File: src/rtl/riscv_ctrl_pkg.sv
// Shared encodings for the multi-cycle RV32I-subset core: controller states,
// ALU operations, opcodes and datapath mux selects. Used by the controller,
// datapath and ALU.
package riscv_ctrl_pkg;

  localparam int unsigned STATE_BITS = 4;

  typedef enum logic [STATE_BITS-1:0] {
    ST_FETCH     = 4'd0,
    ST_DECODE    = 4'd1,
    ST_EXEC_R    = 4'd2,
    ST_EXEC_I    = 4'd3,
    ST_ALU_WB    = 4'd4,
    ST_MEM_ADDR  = 4'd5,
    ST_MEM_READ  = 4'd6,
    ST_MEM_WB    = 4'd7,
    ST_MEM_WRITE = 4'd8,
    ST_BRANCH    = 4'd9,
    ST_JAL       = 4'd10,
    ST_JALR      = 4'd11,
    ST_LINK      = 4'd12,
    ST_LUI       = 4'd13,
    ST_ILLEGAL   = 4'd14
  } state_t;

  // ALU operations
  localparam logic [2:0] ALU_ADD = 3'b000;
  localparam logic [2:0] ALU_SUB = 3'b001;
  localparam logic [2:0] ALU_AND = 3'b010;
  localparam logic [2:0] ALU_OR  = 3'b011;
  localparam logic [2:0] ALU_SLT = 3'b100;
  localparam logic [2:0] ALU_XOR = 3'b101;

  // Opcodes
  localparam logic [6:0] OP_R      = 7'b0110011;
  localparam logic [6:0] OP_IMM    = 7'b0010011;
  localparam logic [6:0] OP_LOAD   = 7'b0000011;
  localparam logic [6:0] OP_STORE  = 7'b0100011;
  localparam logic [6:0] OP_BRANCH = 7'b1100011;
  localparam logic [6:0] OP_JAL    = 7'b1101111;
  localparam logic [6:0] OP_JALR   = 7'b1100111;
  localparam logic [6:0] OP_LUI    = 7'b0110111;

  // Immediate formats
  localparam logic [2:0] IMM_I = 3'b000;
  localparam logic [2:0] IMM_S = 3'b001;
  localparam logic [2:0] IMM_B = 3'b010;
  localparam logic [2:0] IMM_J = 3'b011;
  localparam logic [2:0] IMM_U = 3'b100;

  // ALU operand selects
  localparam logic [1:0] SRCA_PC    = 2'b00;
  localparam logic [1:0] SRCA_OLDPC = 2'b01;
  localparam logic [1:0] SRCA_RD1   = 2'b10;
  localparam logic [1:0] SRCB_RD2   = 2'b00;
  localparam logic [1:0] SRCB_IMM   = 2'b01;
  localparam logic [1:0] SRCB_FOUR  = 2'b10;

  // Result bus selects
  localparam logic [1:0] RES_ALUOUT    = 2'b00;
  localparam logic [1:0] RES_MEMDATA   = 2'b01;
  localparam logic [1:0] RES_ALURESULT = 2'b10;
  localparam logic [1:0] RES_IMM       = 2'b11;

  // Immediate format implied by the opcode; unknown opcodes default to I.
  function automatic logic [2:0] imm_sel(input logic [6:0] op);
    logic [2:0] sel;
    case (op)
      OP_STORE:  sel = IMM_S;
      OP_BRANCH: sel = IMM_B;
      OP_JAL:    sel = IMM_J;
      OP_LUI:    sel = IMM_U;
      default:   sel = IMM_I;
    endcase
    return sel;
  endfunction

endpackage

File: src/rtl/alu_decoder.sv
// Combinational ALU decoder for R-type and I-type ALU instructions.
// Ports: rtype (1 = R-type, 0 = I-type), funct3, funct7 in;
//        alu_control (ALU op), legal (funct fields are supported) out.
module alu_decoder
  import riscv_ctrl_pkg::*;
(
  input  logic       rtype,
  input  logic [2:0] funct3,
  input  logic [6:0] funct7,
  output logic [2:0] alu_control,
  output logic       legal
);

  always_comb begin
    alu_control = ALU_ADD;
    legal       = 1'b0;
    case (funct3)
      3'b000: begin
        legal = 1'b1;
        if (rtype && funct7[5]) alu_control = ALU_SUB;
      end
      3'b111: begin legal = 1'b1; alu_control = ALU_AND; end
      3'b110: begin legal = 1'b1; alu_control = ALU_OR;  end
      3'b010: begin legal = 1'b1; alu_control = ALU_SLT; end
      3'b100: begin legal = 1'b1; alu_control = ALU_XOR; end
      default: ;
    endcase
    // R-type: funct7 must be zero, with 0100000 allowed only for SUB.
    if (rtype) begin
      if (funct3 == 3'b000) legal = legal && (funct7 == 7'b0000000 || funct7 == 7'b0100000);
      else                  legal = legal && (funct7 == 7'b0000000);
    end
  end

endmodule

File: src/rtl/multicycle_controller.sv
// Control FSM of the multi-cycle RV32I-subset core. Sequences fetch, decode,
// execute, memory and writeback and drives all datapath selects and enables.
// Ports: clk, rst (sync, active high), opcode/funct3/funct7 from IR, zero from
//        ALU in; pc_write, ir_write, adr_src, mem_write, reg_write, imm_src,
//        alu_src_a, alu_src_b, alu_control, result_src, instr_done, illegal,
//        state (debug) out.
module multicycle_controller
  import riscv_ctrl_pkg::*;
#(
  parameter int unsigned STATE_W = 4
) (
  input  logic               clk,
  input  logic               rst,
  input  logic [6:0]         opcode,
  input  logic [2:0]         funct3,
  input  logic [6:0]         funct7,
  input  logic               zero,
  output logic               pc_write,
  output logic               ir_write,
  output logic               adr_src,
  output logic               mem_write,
  output logic               reg_write,
  output logic [2:0]         imm_src,
  output logic [1:0]         alu_src_a,
  output logic [1:0]         alu_src_b,
  output logic [2:0]         alu_control,
  output logic [1:0]         result_src,
  output logic               instr_done,
  output logic               illegal,
  output logic [STATE_W-1:0] state
);

  state_t     state_q, state_d, cur;
  logic [2:0] dec_alu;
  logic       dec_legal;

  alu_decoder u_alu_decoder (
    .rtype       (opcode == OP_R),
    .funct3      (funct3),
    .funct7      (funct7),
    .alu_control (dec_alu),
    .legal       (dec_legal)
  );

  // State register
  always_ff @(posedge clk) begin
    if (rst) state_q <= ST_FETCH;
    else     state_q <= state_d;
  end

  // Next-state logic; DECODE dispatches and screens illegal encodings
  always_comb begin
    state_d = ST_FETCH;
    case (state_q)
      ST_FETCH: state_d = ST_DECODE;
      ST_DECODE: begin
        case (opcode)
          OP_R:      state_d = dec_legal ? ST_EXEC_R : ST_ILLEGAL;
          OP_IMM:    state_d = dec_legal ? ST_EXEC_I : ST_ILLEGAL;
          OP_LOAD,
          OP_STORE:  state_d = (funct3 == 3'b010) ? ST_MEM_ADDR : ST_ILLEGAL;
          OP_BRANCH: state_d = (funct3[2:1] == 2'b00) ? ST_BRANCH : ST_ILLEGAL;
          OP_JAL:    state_d = ST_JAL;
          OP_JALR:   state_d = (funct3 == 3'b000) ? ST_JALR : ST_ILLEGAL;
          OP_LUI:    state_d = ST_LUI;
          default:   state_d = ST_ILLEGAL;
        endcase
      end
      ST_EXEC_R, ST_EXEC_I: state_d = ST_ALU_WB;
      ST_MEM_ADDR: state_d = (opcode == OP_LOAD) ? ST_MEM_READ : ST_MEM_WRITE;
      ST_MEM_READ: state_d = ST_MEM_WB;
      ST_JAL:      state_d = ST_ALU_WB;
      ST_JALR:     state_d = ST_LINK;
      default:     state_d = ST_FETCH;
    endcase
  end

  // Output decode; while in reset the FETCH decode is shown with writes held off
  always_comb begin
    cur         = rst ? ST_FETCH : state_q;
    pc_write    = 1'b0;
    ir_write    = 1'b0;
    adr_src     = 1'b0;
    mem_write   = 1'b0;
    reg_write   = 1'b0;
    imm_src     = imm_sel(opcode);
    alu_src_a   = SRCA_PC;
    alu_src_b   = SRCB_RD2;
    alu_control = ALU_ADD;
    result_src  = RES_ALUOUT;
    instr_done  = 1'b0;
    illegal     = 1'b0;
    case (cur)
      ST_FETCH: begin
        ir_write   = 1'b1;
        pc_write   = 1'b1;
        alu_src_b  = SRCB_FOUR;
        result_src = RES_ALURESULT;
      end
      ST_DECODE: begin
        alu_src_a = SRCA_OLDPC;
        alu_src_b = SRCB_IMM;
      end
      ST_EXEC_R: begin
        alu_src_a   = SRCA_RD1;
        alu_src_b   = SRCB_RD2;
        alu_control = dec_alu;
      end
      ST_EXEC_I: begin
        alu_src_a   = SRCA_RD1;
        alu_src_b   = SRCB_IMM;
        alu_control = dec_alu;
      end
      ST_ALU_WB: begin
        reg_write  = 1'b1;
        instr_done = 1'b1;
      end
      ST_MEM_ADDR: begin
        alu_src_a = SRCA_RD1;
        alu_src_b = SRCB_IMM;
      end
      ST_MEM_READ: adr_src = 1'b1;
      ST_MEM_WB: begin
        result_src = RES_MEMDATA;
        reg_write  = 1'b1;
        instr_done = 1'b1;
      end
      ST_MEM_WRITE: begin
        adr_src    = 1'b1;
        mem_write  = 1'b1;
        instr_done = 1'b1;
      end
      ST_BRANCH: begin
        alu_src_a   = SRCA_RD1;
        alu_src_b   = SRCB_RD2;
        alu_control = ALU_SUB;
        // beq (funct3[0]=0) takes on zero, bne (funct3[0]=1) on not-zero
        pc_write    = zero ^ funct3[0];
        instr_done  = 1'b1;
      end
      ST_JAL: begin
        alu_src_a = SRCA_OLDPC;
        alu_src_b = SRCB_FOUR;
        pc_write  = 1'b1;
      end
      ST_JALR: begin
        alu_src_a  = SRCA_RD1;
        alu_src_b  = SRCB_IMM;
        result_src = RES_ALURESULT;
        pc_write   = 1'b1;
      end
      ST_LINK: begin
        alu_src_a  = SRCA_OLDPC;
        alu_src_b  = SRCB_FOUR;
        result_src = RES_ALURESULT;
        reg_write  = 1'b1;
        instr_done = 1'b1;
      end
      ST_LUI: begin
        result_src = RES_IMM;
        reg_write  = 1'b1;
        instr_done = 1'b1;
      end
      ST_ILLEGAL: begin
        illegal    = 1'b1;
        instr_done = 1'b1;
      end
      default: ;
    endcase
    if (rst) begin
      pc_write  = 1'b0;
      ir_write  = 1'b0;
      mem_write = 1'b0;
      reg_write = 1'b0;
    end
    state = STATE_W'(cur);
  end

endmodule

File: config.mk
export PLATFORM = sky130hd
export DESIGN_NAME = multicycle_controller
export DESIGN_NICKNAME = d
export VERILOG_FILES = /design/src/rtl/riscv_ctrl_pkg.sv /design/src/rtl/alu_decoder.sv /design/src/rtl/multicycle_controller.sv
export SDC_FILE = /design/constraint.sdc
export NUM_CORES = 1
export LEC_CHECK = 0
export ABC_CLOCK_PERIOD_IN_PS = 1200
export CAP_MARGIN = 20
export CELL_PAD_IN_SITES_DETAIL_PLACEMENT = 1
export CELL_PAD_IN_SITES_GLOBAL_PLACEMENT = 2
export CORE_ASPECT_RATIO = 1.75
export CORE_MARGIN = 3
export CORE_UTILIZATION = 18
export DETAILED_ROUTE_END_ITERATION = 6
export GPL_ROUTABILITY_DRIVEN = 0
export PLACE_DENSITY_LB_ADDON = 0.1
export SYNTH_ARGS = -nofsm -noshare
export SYNTH_HDL_FRONTEND = slang
export SYNTH_SLANG_ARGS = --single-unit
File: constraint.sdc
create_clock -name clk -period 1.2 [get_ports clk]
set_input_delay 0.12 -clock clk [delete_from_list [all_inputs] [get_ports clk]]
set_output_delay 0.12 -clock clk [all_outputs]
set_load 0.005 [all_outputs]
Word-level counts from Yosys, hierarchy flattened
Cells that the tools add are included.
- register bits: 4
- input bits: 20
- output and inout bits: 23
- word-level logic and storage cells: 88
- eq/ne operators: 34
- muxes and demuxes: 30
- bitwise logic cells: 1
- reductions and logical operators: 22
- operator list (kind ; count):
    equality test 4 bit (second input constant) ; 9
    equality test 7 x 6 -> 1 bit (second input constant) ; 4
    case mux 4 bit (7 select lines) ; 1
    equality test 4 x 3 -> 1 bit (second input constant) ; 6
    case mux 4 bit (6 select lines) ; 1
    equality test 7 bit (second input constant) ; 3
    2-to-1 mux 4 bit ; 5
    equality test 4 x 2 -> 1 bit (second input constant) ; 4
    case mux 3 bit (5 select lines) ; 1
    OR reduction 3 bit ; 5
    2-to-1 mux 1 bit ; 14
    case mux 3 bit (4 select lines) ; 1
    OR reduction 5 bit ; 2
    equality test 3 bit (second input constant) ; 3
    equality test 4 x 1 -> 1 bit (second input constant) ; 2
    zero test 4 bit ; 2
    case mux 2 bit (2 select lines) ; 2
    OR reduction 4 bit ; 2
    equality test 7 x 2 -> 1 bit (second input constant) ; 1
    equality test 7 x 5 -> 1 bit (second input constant) ; 1
    zero test 7 bit ; 1
    OR reduction 7 bit ; 1
    2-to-1 mux 3 bit ; 2
    case mux 2 bit (3 select lines) ; 1
    other kinds (9) ; 13

Logic depth before layout (Yosys ltp)
- depth in word-level cells: 9
- mapped depth: 6
- mapped depth without buffers: 5

Hierarchy
From an unflattened synthesis, not the netlist that was laid out.
- cells, all modules: 141
- area total of the unflattened synthesis: 900.9 sq um
- by module, submodules not included (module ; times used ; cells an instance ; area each (sq um) ; seq. area each (sq um)):
    multicycle_controller ; 1 ; 129 ; 828.3 ; 80.1
    alu_decoder ; 1 ; 12 ; 72.6 ; 0.0

Worst setup path after synthesis
OpenSTA, ideal clock, no wires.
- path type: register to output
- from: register state_q[2]
- to: output illegal
- data arrival time: 1.128 ns
- data required time: 1.080 ns
- setup slack: -0.048 ns
- cell stages (with the launch flop): 5
- path buffers: 2
- cell sequence: dfxtp_1 -> buf_2 -> clkbuf_1 -> nor2b_1 -> and3_1
- word-level cells in the longest chain between the ends: 3
- RTL lines (item ; line ; source):
    start, declared ; multicycle_controller.sv:33 ; state_t state_q, state_d, cur;
    start signal, assigned ; multicycle_controller.sv:48 ; else state_q <= state_d;
    2-to-1 mux 4 bit ; multicycle_controller.sv:80 ; cur = rst ? ST_FETCH : state_q;
    named net state[2] ; multicycle_controller.sv:30 ; output logic [STATE_W-1:0] state
    equality test 4 bit ; multicycle_controller.sv:93 ; case (cur)
    2-to-1 mux 1 bit ; multicycle_controller.sv:93 ;
    end, declared ; multicycle_controller.sv:29 ; output logic illegal,
The timed path passes the listed nets, and every way through them passes these cells.

Final worst setup path
- from: register state_q[2]
- to: output alu_src_a[0]
- word-level cells in the longest chain between the ends: 4
- RTL lines (item ; line ; source):
    2-to-1 mux 4 bit * ; multicycle_controller.sv:80 ;
    equality test 4 bit, or another cell as far along ; multicycle_controller.sv:93 ;
    OR reduction 5 bit (no source line) / OR reduction 3 bit (equally long branches) ; n/a ;
    case mux 2 bit (2 select lines) * ; multicycle_controller.sv:93 ;
    end, declared ; multicycle_controller.sv:24 ; output logic [1:0] alu_src_a,
Mark *: on every way between the ends. The rest lies on a longest branch, timed or not.

==> results.yml <==
status:
  status: "finished, violations left"
  violations: "negative setup slack"
routing:
  detail_route.iter0.violations: 19
  drc: 0
  routedWlPerCell_um: 15.38
  vias: 1437
  vias_per_cell: 4.990
  ant_nets: 0
  first_pass_iters: 2
  drt_wl_total_um: 4429
layout:
  num_antenna_cells: 0
  layout.cells.non_filler: 288
  layout-drive-gt1-share: 0.6017
  reg_top3: "state_q: 4 flops"
  multi_input_area_um2: 927.1
  finish.instance_area_um2: 2088
  regArea_um2: 92.59
  areaGrowthSynthToFinish_pct: 126.2
  n_fill_cell: 593
  largest_reg_flops: 4
  num-nets-final: 258
  largest-register: "state_q"
floorplanning:
  io_pins: 43
  core_area_um2: 4831
  rows: 33
  initial_utilization: 0.1911
  fp.dieH_um: 100.8
  fp.dieW_um: 60.14
  die_area_um2: 6059
global_routing:
  grt_overflow: 0
  grt_use_total: 0.1533
  antenna_found_initial: 0
  grt_pass1_wl_um: 7176
  grt.met3_usage: 0.01282
  grt_pass1_vias: 1548
  grt_max_degree: 16
  use_met1: 0.1420
  busiest_layer: "met2"
  use_met2: 0.3183
clock_tree:
  cts_hold_buf: 0
  htree_levels: 1
  root_buffer: "clkbuf_8"
  clockBufferDepth: 2
  clock-sinks: 4
  cts_tree: "done"
  cts_buffers: 3
  clkTransAtPathRegs_ps: 30
  clkLatencyLatePin_ps: 220
synthesis:
  ys_seq_area_frac: 0.08672
  ys_warn_count: 0
  syn_inst: 139
  synth_common_cells: "nor2_1 (15), a21oi_1 (11), buf_2 (10), nor2b_1 (8)"
  synth_top_area_share: 0.08672
  yosys_most_used_dff: "dfxtp_1"
  synth_area_leaders: "dfxtp_1 (8.7%), nor2_1 (6.1%), a21oi_1 (6.0%)"
  syn_nets: 159
  async_flop_share: 0
  syn-cell-area_um2: 923.4
  ys_types: 50
  synth-edff-count: 0
  yosys.area.top_type: "dfxtp_1"
  syn_area_per_cell_um2: 6.643
  ys_ff_latch: 4
  synth.most_common_cell: "nor2_1"
worst_setup_path:
  timing_worst_setup_path_type: "reg -> out"
  start_kind: "flip-flop"
  cp_max_fo: 6
  arrival_ps: 1360
  crit_chain: "buf_6 > buf_6 > nor2_4 > a21oi_1 > o22a_1 > nor2_1 > buf_2"
  rr_worst_depth: 6
  r2r-start: "state_q[1]"
  endpoint_kind: "output port"
  cp_data_required_time_ps: 1080
  timing.rr.end: "state_q[0]"
  slowest_stage: "dfxtp_4"
  ff2ff_setup_slack_ps: -210
  cp_slowest_stage_delay_ps: 360
  cp_num_buf_inv: 3
  cp_common_cell: "buf_6"
  cp_top_family: "buffers and inverters"
sta:
  drv_slew: 0
  worst_pin_slew_ps: 335.2
  skew_ps: 1.598
  rsz0062_at_grt: "true"
  timing.fmax_mhz: 677.1
  setup_slack_ps: -277.0
  final.period_utilization: 1.231
  hold_violations: 0
  min_period_ps: 1477
  tns_ps: -4360
  maxSlewHeadroom: 0.7749
  finalSetupViolations: 22
min_path:
  hp-class: "in -> reg"
  whs_path_depth: 5
  hold_start: "opcode[2]"
  hold_path_end: "state_q[3]"
power:
  p_per_area_nw_per_um2: 1551
  power.total_mw: 3.238
  irDropWorstVdd_v: 0.0009289
  power.leakage_nw: 0.9156
placed_design:
  hpwl_um: 3302
  dp.cells: 263
  placed_area_um2: 1679
  portBuffers: 42
run:
  drv_cap: 0
==> power breakdown <==
group | switching [mW] | internal, mW
registers | 0.0921 | 0.212
logic | 1.16 | 1.48
clock network | 0.0807 | 0.215
total | 1.34 | 1.90
==> through the flow <==
step                      worst slack, ps    util  hold WS (ps)
final                              -277.0  0.4323         455.5
after global routing               -351.0  0.4323         496.1
after CTS                          -281.6  0.4108         464.6
after detailed placement           -766.6  0.3476         687.1
after global placement             -750.4  0.3476         676.3
after floorplan                    0.9852       -         369.7
==> tightest hold or removal path: stages <==
cell and delay [ps]:
buf_2 130, nor4_4 70, buf_4 140, nand3b_1 70, a22o_1 120
==> what timing repair did <==
action                     in CTS  in global routing
resized for setup             181                 22
pin swaps                      30                 16
setup endpoints to repair      27                 27
setup buffers                  19                  6
==> cells by family after synthesis <==
kind of cell,after synthesis,share of synthesized area
AO/OA/AOI/OAI,40,0.2913
XOR/XNOR,6,0.05692
buffers and inverters,20,0.1070
flip-flops,4,0.08672
multiplexers,1,0.01084
AND/OR/NAND/NOR,68,0.4472
==> final cells by class <==
type / instances / area share
timing repair buffer: 111 / 0.4530
multi-input combinational: 115 / 0.4440
sequential: 4 / 0.04434
tap: 52 / 0.03116
clock buffer: 3 / 0.01977
inverter: 3 / 0.007789
==> cells in the final DEF, fill, tap and decap left out, drive strengths merged, types with 4 or more instances in the layout <==
cell	synthesis	layout
buf	13	94
a21oi	11	11
dlygate4sd2	0	7
nor4	8	8
nor3	7	7
clkdlybuf4s50	0	8
a31oi	4	4
o21ai	5	5
nand2	8	8
nor2b	8	8
nor2	15	15
dfxtp	4	4
nand3	4	4
==> metal layers <==
metal | vias to the layer above | wire [µm]
li1 | 712 | -
met1 | 684 | 1488
met2 | 31 | 2691
met3 | 10 | 130
met4 | 0 | 119
met5 | - | 0
==> how the worst max path moves through the flow <==
stage                                 to  cells after the start  startpoint  slack [ps]
after floorplan               state_q[3]                      5   opcode[2]           1
after global placement    alu_control[0]                      6   opcode[1]        -750
after detailed placement  alu_control[0]                      6   opcode[1]        -770
after CTS                 alu_control[0]                      5  state_q[2]        -280
after global routing        alu_src_a[0]                      7  state_q[2]        -350
final                       alu_src_a[0]                      7  state_q[2]        -280
Note: power is estimated with default switching activity, not from simulation.
